$ cat src/rtl/mem_master_if.sv
// CPU request/response channels and memory-controller strobe bus of mem_master.
interface mem_master_if;
  logic        req_valid;
  logic        req_ready;
  logic        req_write;
  logic [31:0] req_addr;
  logic [31:0] req_wdata;
  logic        resp_valid;
  logic        resp_ready;
  logic [31:0] resp_rdata;
  logic        resp_error;
  logic        mem_read;
  logic        mem_write;
  logic [31:0] mem_addr;
  logic [31:0] mem_wdata;
  logic [31:0] mem_rdata;
  logic        mem_busy;
  logic        mem_error;

  // Initiator view: takes CPU requests, drives the memory strobes.
  modport master (
    input  req_valid, req_write, req_addr, req_wdata,
    output req_ready,
    output resp_valid, resp_rdata, resp_error,
    input  resp_ready,
    output mem_read, mem_write, mem_addr, mem_wdata,
    input  mem_rdata, mem_busy, mem_error
  );

  // Environment view: CPU pipeline plus memory controller.
  modport slave (
    output req_valid, req_write, req_addr, req_wdata,
    input  req_ready,
    input  resp_valid, resp_rdata, resp_error,
    output resp_ready,
    input  mem_read, mem_write, mem_addr, mem_wdata,
    output mem_rdata, mem_busy, mem_error
  );
endinterface

$ cat src/rtl/mem_master.sv
// CPU-side memory bus initiator: one load/store at a time, busy stall with
// timeout, bounded retry on bus error, registered response channel.
module mem_master #(
  parameter int TIMEOUT   = 16,
  parameter int MAX_RETRY = 2
) (
  input  logic         clk,
  input  logic         rst,
  mem_master_if.master bus
);

  localparam int TW = $clog2(TIMEOUT + 1);
  localparam int RW = $clog2(MAX_RETRY + 2);
  localparam logic [TW-1:0] TMO_LAST  = TW'(TIMEOUT - 1);
  localparam logic [RW-1:0] RETRY_MAX = RW'(MAX_RETRY);

  typedef enum logic [1:0] {IDLE, ISSUE, RDWAIT, RESP} state_e;

  state_e        state_q, state_d;
  logic          write_q, write_d;
  logic [31:0]   addr_q, addr_d;
  logic [31:0]   wdata_q, wdata_d;
  logic          mem_read_q, mem_read_d;
  logic          mem_write_q, mem_write_d;
  logic          req_ready_q, req_ready_d;
  logic          resp_valid_q, resp_valid_d;
  logic [31:0]   resp_rdata_q, resp_rdata_d;
  logic          resp_error_q, resp_error_d;
  logic [RW-1:0] retry_q, retry_d;
  logic [TW-1:0] tmo_q, tmo_d;
  logic          gap_q, gap_d;

  // Next-state and next-output logic; every output is registered so it
  // changes only on the clock edge that enters the corresponding state.
  always_comb begin
    state_d      = state_q;
    write_d      = write_q;
    addr_d       = addr_q;
    wdata_d      = wdata_q;
    mem_read_d   = mem_read_q;
    mem_write_d  = mem_write_q;
    req_ready_d  = req_ready_q;
    resp_valid_d = resp_valid_q;
    resp_rdata_d = resp_rdata_q;
    resp_error_d = resp_error_q;
    retry_d      = retry_q;
    tmo_d        = tmo_q;
    gap_d        = gap_q;

    case (state_q)
      IDLE: begin
        req_ready_d = 1'b1;
        if (bus.req_valid && req_ready_q) begin
          req_ready_d = 1'b0;
          if (bus.req_addr[1:0] != 2'b00) begin
            // Misaligned: answer with an error, never touch the bus.
            state_d      = RESP;
            resp_valid_d = 1'b1;
            resp_error_d = 1'b1;
            resp_rdata_d = '0;
          end else begin
            state_d     = ISSUE;
            write_d     = bus.req_write;
            addr_d      = bus.req_addr;
            wdata_d     = bus.req_wdata;
            retry_d     = '0;
            tmo_d       = '0;
            gap_d       = 1'b0;
            mem_read_d  = !bus.req_write;
            mem_write_d = bus.req_write;
          end
        end
      end

      ISSUE: begin
        if (gap_q) begin
          // One idle cycle between a failed attempt and its re-issue.
          gap_d       = 1'b0;
          mem_read_d  = !write_q;
          mem_write_d = write_q;
        end else if (bus.mem_busy) begin
          if (tmo_q == TMO_LAST) begin
            state_d      = RESP;
            mem_read_d   = 1'b0;
            mem_write_d  = 1'b0;
            resp_valid_d = 1'b1;
            resp_error_d = 1'b1;
            resp_rdata_d = '0;
          end else begin
            tmo_d = tmo_q + TW'(1);
          end
        end else if (bus.mem_error) begin
          mem_read_d  = 1'b0;
          mem_write_d = 1'b0;
          if (retry_q < RETRY_MAX) begin
            retry_d = retry_q + RW'(1);
            tmo_d   = '0;
            gap_d   = 1'b1;
          end else begin
            state_d      = RESP;
            resp_valid_d = 1'b1;
            resp_error_d = 1'b1;
            resp_rdata_d = '0;
          end
        end else begin
          mem_read_d  = 1'b0;
          mem_write_d = 1'b0;
          if (write_q) begin
            state_d      = RESP;
            resp_valid_d = 1'b1;
            resp_error_d = 1'b0;
            resp_rdata_d = '0;
          end else begin
            state_d = RDWAIT;
          end
        end
      end

      RDWAIT: begin
        state_d      = RESP;
        resp_valid_d = 1'b1;
        resp_error_d = 1'b0;
        resp_rdata_d = bus.mem_rdata;
      end

      RESP: begin
        if (bus.resp_ready) begin
          state_d      = IDLE;
          resp_valid_d = 1'b0;
          resp_error_d = 1'b0;
          resp_rdata_d = '0;
          retry_d      = '0;
          tmo_d        = '0;
          req_ready_d  = 1'b1;
        end
      end

      default: state_d = IDLE;
    endcase
  end

  // State and output registers; reset drops any transaction in flight.
  always_ff @(posedge clk or negedge rst) begin
    if (!rst) begin
      state_q      <= IDLE;
      write_q      <= 1'b0;
      addr_q       <= '0;
      wdata_q      <= '0;
      mem_read_q   <= 1'b0;
      mem_write_q  <= 1'b0;
      req_ready_q  <= 1'b0;
      resp_valid_q <= 1'b0;
      resp_rdata_q <= '0;
      resp_error_q <= 1'b0;
      retry_q      <= '0;
      tmo_q        <= '0;
      gap_q        <= 1'b0;
    end else begin
      state_q      <= state_d;
      write_q      <= write_d;
      addr_q       <= addr_d;
      wdata_q      <= wdata_d;
      mem_read_q   <= mem_read_d;
      mem_write_q  <= mem_write_d;
      req_ready_q  <= req_ready_d;
      resp_valid_q <= resp_valid_d;
      resp_rdata_q <= resp_rdata_d;
      resp_error_q <= resp_error_d;
      retry_q      <= retry_d;
      tmo_q        <= tmo_d;
      gap_q        <= gap_d;
    end
  end

  assign bus.req_ready  = req_ready_q;
  assign bus.resp_valid = resp_valid_q;
  assign bus.resp_rdata = resp_rdata_q;
  assign bus.resp_error = resp_error_q;
  assign bus.mem_read   = mem_read_q;
  assign bus.mem_write  = mem_write_q;
  assign bus.mem_addr   = addr_q;
  assign bus.mem_wdata  = wdata_q;

endmodule
$ cat src/flat_wrapper.sv
// flat-port wrapper written by rule: the top's interface ports become plain ports
module mem_master_flat 
#(
  parameter int TIMEOUT   = 16,
  parameter int MAX_RETRY = 2
)
  (clk, rst, bus_req_valid, bus_req_write, bus_req_addr, bus_req_wdata, bus_req_ready, bus_resp_valid, bus_resp_rdata, bus_resp_error, bus_resp_ready, bus_mem_read, bus_mem_write, bus_mem_addr, bus_mem_wdata, bus_mem_rdata, bus_mem_busy, bus_mem_error);
  mem_master_if bus_i ();
  input  logic clk;
  input  logic rst;
  input wire logic [$bits(bus_i.req_valid)-1:0] bus_req_valid;
  input wire logic [$bits(bus_i.req_write)-1:0] bus_req_write;
  input wire logic [$bits(bus_i.req_addr)-1:0] bus_req_addr;
  input wire logic [$bits(bus_i.req_wdata)-1:0] bus_req_wdata;
  output wire logic [$bits(bus_i.req_ready)-1:0] bus_req_ready;
  output wire logic [$bits(bus_i.resp_valid)-1:0] bus_resp_valid;
  output wire logic [$bits(bus_i.resp_rdata)-1:0] bus_resp_rdata;
  output wire logic [$bits(bus_i.resp_error)-1:0] bus_resp_error;
  input wire logic [$bits(bus_i.resp_ready)-1:0] bus_resp_ready;
  output wire logic [$bits(bus_i.mem_read)-1:0] bus_mem_read;
  output wire logic [$bits(bus_i.mem_write)-1:0] bus_mem_write;
  output wire logic [$bits(bus_i.mem_addr)-1:0] bus_mem_addr;
  output wire logic [$bits(bus_i.mem_wdata)-1:0] bus_mem_wdata;
  input wire logic [$bits(bus_i.mem_rdata)-1:0] bus_mem_rdata;
  input wire logic [$bits(bus_i.mem_busy)-1:0] bus_mem_busy;
  input wire logic [$bits(bus_i.mem_error)-1:0] bus_mem_error;
  assign bus_i.req_valid = bus_req_valid;
  assign bus_i.req_write = bus_req_write;
  assign bus_i.req_addr = bus_req_addr;
  assign bus_i.req_wdata = bus_req_wdata;
  assign bus_req_ready = bus_i.req_ready;
  assign bus_resp_valid = bus_i.resp_valid;
  assign bus_resp_rdata = bus_i.resp_rdata;
  assign bus_resp_error = bus_i.resp_error;
  assign bus_i.resp_ready = bus_resp_ready;
  assign bus_mem_read = bus_i.mem_read;
  assign bus_mem_write = bus_i.mem_write;
  assign bus_mem_addr = bus_i.mem_addr;
  assign bus_mem_wdata = bus_i.mem_wdata;
  assign bus_i.mem_rdata = bus_mem_rdata;
  assign bus_i.mem_busy = bus_mem_busy;
  assign bus_i.mem_error = bus_mem_error;
  mem_master #(.TIMEOUT(TIMEOUT), .MAX_RETRY(MAX_RETRY)) u_core (.clk(clk), .rst(rst), .bus(bus_i));
endmodule
$ cat config.mk
export PLATFORM = sky130hd
export DESIGN_NAME = mem_master_flat
export DESIGN_NICKNAME = d
export VERILOG_FILES = /design/src/rtl/mem_master_if.sv /design/src/rtl/mem_master.sv /design/src/flat_wrapper.sv
export SDC_FILE = /design/constraint.sdc
export NUM_CORES = 1
export LEC_CHECK = 0
export ABC_AREA = 1
export CAP_MARGIN = 15
export CORE_MARGIN = 5
export CORE_UTILIZATION = 47
export CTS_CLUSTER_SIZE = 10
export DETAILED_ROUTE_END_ITERATION = 8
export PLACE_DENSITY = 0.92
export SETUP_SLACK_MARGIN = 0.5
export SYNTH_ARGS = -nofsm -noshare
export SYNTH_HDL_FRONTEND = slang
export SYNTH_SLANG_ARGS = --single-unit
$ cat constraint.sdc
create_clock -name clk -period 4.43 [get_ports clk]
set_input_delay 0.886 -clock clk [delete_from_list [all_inputs] [get_ports clk]]
set_output_delay 0.886 -clock clk [all_outputs]
set_load 0.03 [all_outputs]
==> out/results.ini <==
[grt]
antenna_found_initial=0
grtUsageTotal_pct=21.1
grt_pass1_vias=4560
grt_pass1_wl_um=22100
overflow=0
grt_max_degree=68

[setup_path]
cp_cell_sequence=clkdlybuf4s50_1, nor2_1, nand2_1, nor2_2, nor2_8, nand2_4, nand2_1, nand2_1
crit_path_top_delay_cell=clkdlybuf4s50_1
crit_path_start_kind=input port
cpMostUsedCell=nand2_1
cp_data_required_time_ns=4.68
critPathMaxStageDelay_ns=0.57
crit_path_end_kind=flip-flop
crit_path_max_fanout=35
cp_data_arrival_time_ns=2.77
critPathKind=in -> reg

[finish]
layout.nets=930
syn_to_final_growth_pct=45.3
drive_gt1_share_pct=4.13
fillerInstances=813
stdcell_area_um2=7280
n_antenna_cell=0

[timing]
tns_ns=0
fmax_mhz=397
hold_viol=0
finClkSkew_ns=0.00492
relSlewSlack_pct=24.0
fin_crit_ns=2.52
period_share_pct=56.9
timing.hold.ws_ns=0.478
setup_viol=0
rsz0062_at_grt=no
maxSlewViolCount=0
tightest_slew_ns=1.14

[placed_design]
post_dp_cell_area_um2=7090
gp_congestion=0.828
numPortBuffers=203
place_hpwl_um=9930

[cts]
htree_levels=3
clk_latency_ns=0.36
clockBufferDepth=2
cts_root_buffer=clkbuf_8
cts_tree=built
postCtsHoldBufs=0
clkTransAtPathRegs_ns=0.10
cts-resized-gates=0
cts.sinks=112
cts-buffers-inserted=9
postCtsSetupRepairBufs=0

[routing]
first_pass_iters=4
dr.first_iter.drc_count=408
drc=0
via_count=4561
wl_per_cell_um=14.1
routed_via_density=4.76
drt-total-wl_um=13600
ant_nets=0

[floorplanning]
rows=37
core_um2=10400
die_x_um=113
start_util_pct=48.3
die-height_um=113
io_pins=204
dieArea_um2=12800

[logic_synthesis]
synth_flop_cell=dfrtp_1
ys_warn_count=0
netlist_area_um2=5010
yosysSeqAreaShare_pct=56.0
synth-edff-count=0
synth-seq-cells=112
syn_inst=627
yosys.area.top_type=dfrtp_1
netlist_top_cells_count=nand2_1 (331), dfrtp_1 (112), inv_1 (56), nand3_1 (51), buf_2 (14)
synthesis.nets=738
yosys.area.top_type_share_pct=56.0
ys_types=23
synthArstFlopShare_pct=100
synthTopCellsByArea=dfrtp_1 (56%), nand2_1 (25%), nand3_1 (5.1%), inv_1 (4.2%), ha_1 (2.0%)
syn_avg_cell_area_um2=7.99
yosysMostFrequentCell=nand2_1

[pwr]
powerDensity_nw_per_um2=684
leakage_nw=3.87
irDropWorstVdd_uv=409

[flow_run]
drv_cap=0

[status]
status=finished clean

[worst_hold_path]
hold_path_class=reg -> reg

## area by class of cell
| class | instances | area, µm² | area share [%] |
|---|---|---|---|
| Clock inverter | 6 | 68.8 | 0.945 |
| Sequential cell | 112 | 2800 | 38.5 |
| Multi-Input combinational cell | 431 | 1830 | 25.2 |
| Tap cell | 136 | 170 | 2.34 |
| Inverter | 58 | 220 | 3.03 |
| Clock buffer | 9 | 124 | 1.70 |
| Timing Repair Buffer | 207 | 2060 | 28.3 |
## sequential cells by signal (all words and copies together) (netlist names)
register / count
u_core.bus.mem_wdata: 32
u_core.bus.mem_addr: 32
u_core.bus.resp_error: 1
u_core.bus.resp_rdata: 32
u_core.bus.mem_write: 1
u_core.retry_q: 2
u_core.bus.mem_read: 1
u_core.gap_q: 1
u_core.state_q: 2
u_core.bus.resp_valid: 1
u_core.write_q: 1
u_core.bus.req_ready: 1
u_core.tmo_q: 5
## cells in the final DEF, fill, tap and decap left out, types with 2 or more instances in the layout
master,instances
ha_1,8
buf_4,5
dfrtp_1,112
nand2_2,4
clkdlybuf4s50_1,202
inv_1,56
a21oi_1,2
clkbuf_8,9
nor2_1,13
inv_6,2
nand2_1,331
nor2_2,4
o21ai_0,11
nand3_1,50
## where the power goes
part / switching (W) / internal [W] / total (W)
clock network: 0.000342 / 0.000263 / 0.000605
registers: 0.000232 / 0.00142 / 0.00165
logic: 0.00170 / 0.00103 / 0.00273
total: 0.00228 / 0.00270 / 0.00498
## critical path: cells and delay by family
kind / cells / cell delay, ns
buffers and inverters: 1 / 0.57
AND/OR/NAND/NOR: 7 / 1.29
## cell families after synthesis
kind of cell	Yosys count	synth area share [%]
adder cells (fa/ha/maj)	8	2.00
AO/OA/AOI/OAI	14	1.42
flip-flops	112	56.0
AND/OR/NAND/NOR	409	33.1
buffers and inverters	84	7.52
## metrics by stage
| stage | power (W) | cells | utilization, % | setup slack, ns |
|---|---|---|---|---|
| 2_1_floorplan | 0.00333 | 627 | - | 2.63 |
| 3_3_place_gp | 0.00433 | 944 | 68.3 | 1.62 |
| 3_5_place_dp | 0.00440 | 944 | 68.3 | 1.54 |
| 4_1_cts | 0.00502 | 959 | 70.2 | 1.93 |
| 5_1_grt | 0.00531 | 959 | 70.2 | 1.78 |
| 6_report | 0.00498 | 959 | 70.2 | 1.91 |
## routing by layer
layer  vias up  routed length (µm)  track usage (%)  share of wire, %
met3        29                 759             4.01               5.6
met2       149                6950             35.9                51
met4         0                 429             8.09               3.2
met5         -                   0                0                 0
li1       2275                   -                -                 -
met1      2108                5420             26.8                40
## final timing paths
path	from	endpoint	slack, ns	depth (start not counted)
worst min-delay path	u_core.bus.resp_rdata[7]$_DFFE_PN0P_	u_core.bus.resp_rdata[7]$_DFFE_PN0P_	0.48	2
worst min register to register	u_core.bus.resp_rdata[7]$_DFFE_PN0P_	u_core.bus.resp_rdata[7]$_DFFE_PN0P_	0.48	2
max in group asynchronous	rst	u_core.bus.mem_addr[9]$_DFFE_PN0P_	3.04	2
worst max-delay path	bus_mem_busy	u_core.bus.resp_rdata[14]$_DFFE_PN0P_	1.91	8
min in group asynchronous	rst	u_core.bus.resp_rdata[20]$_DFFE_PN0P_	0.50	1
worst max register to register	u_core.state_q[1]$_DFFE_PN0P_	u_core.bus.resp_rdata[14]$_DFFE_PN0P_	1.95	10
Power figures use the tool's default switching activity.
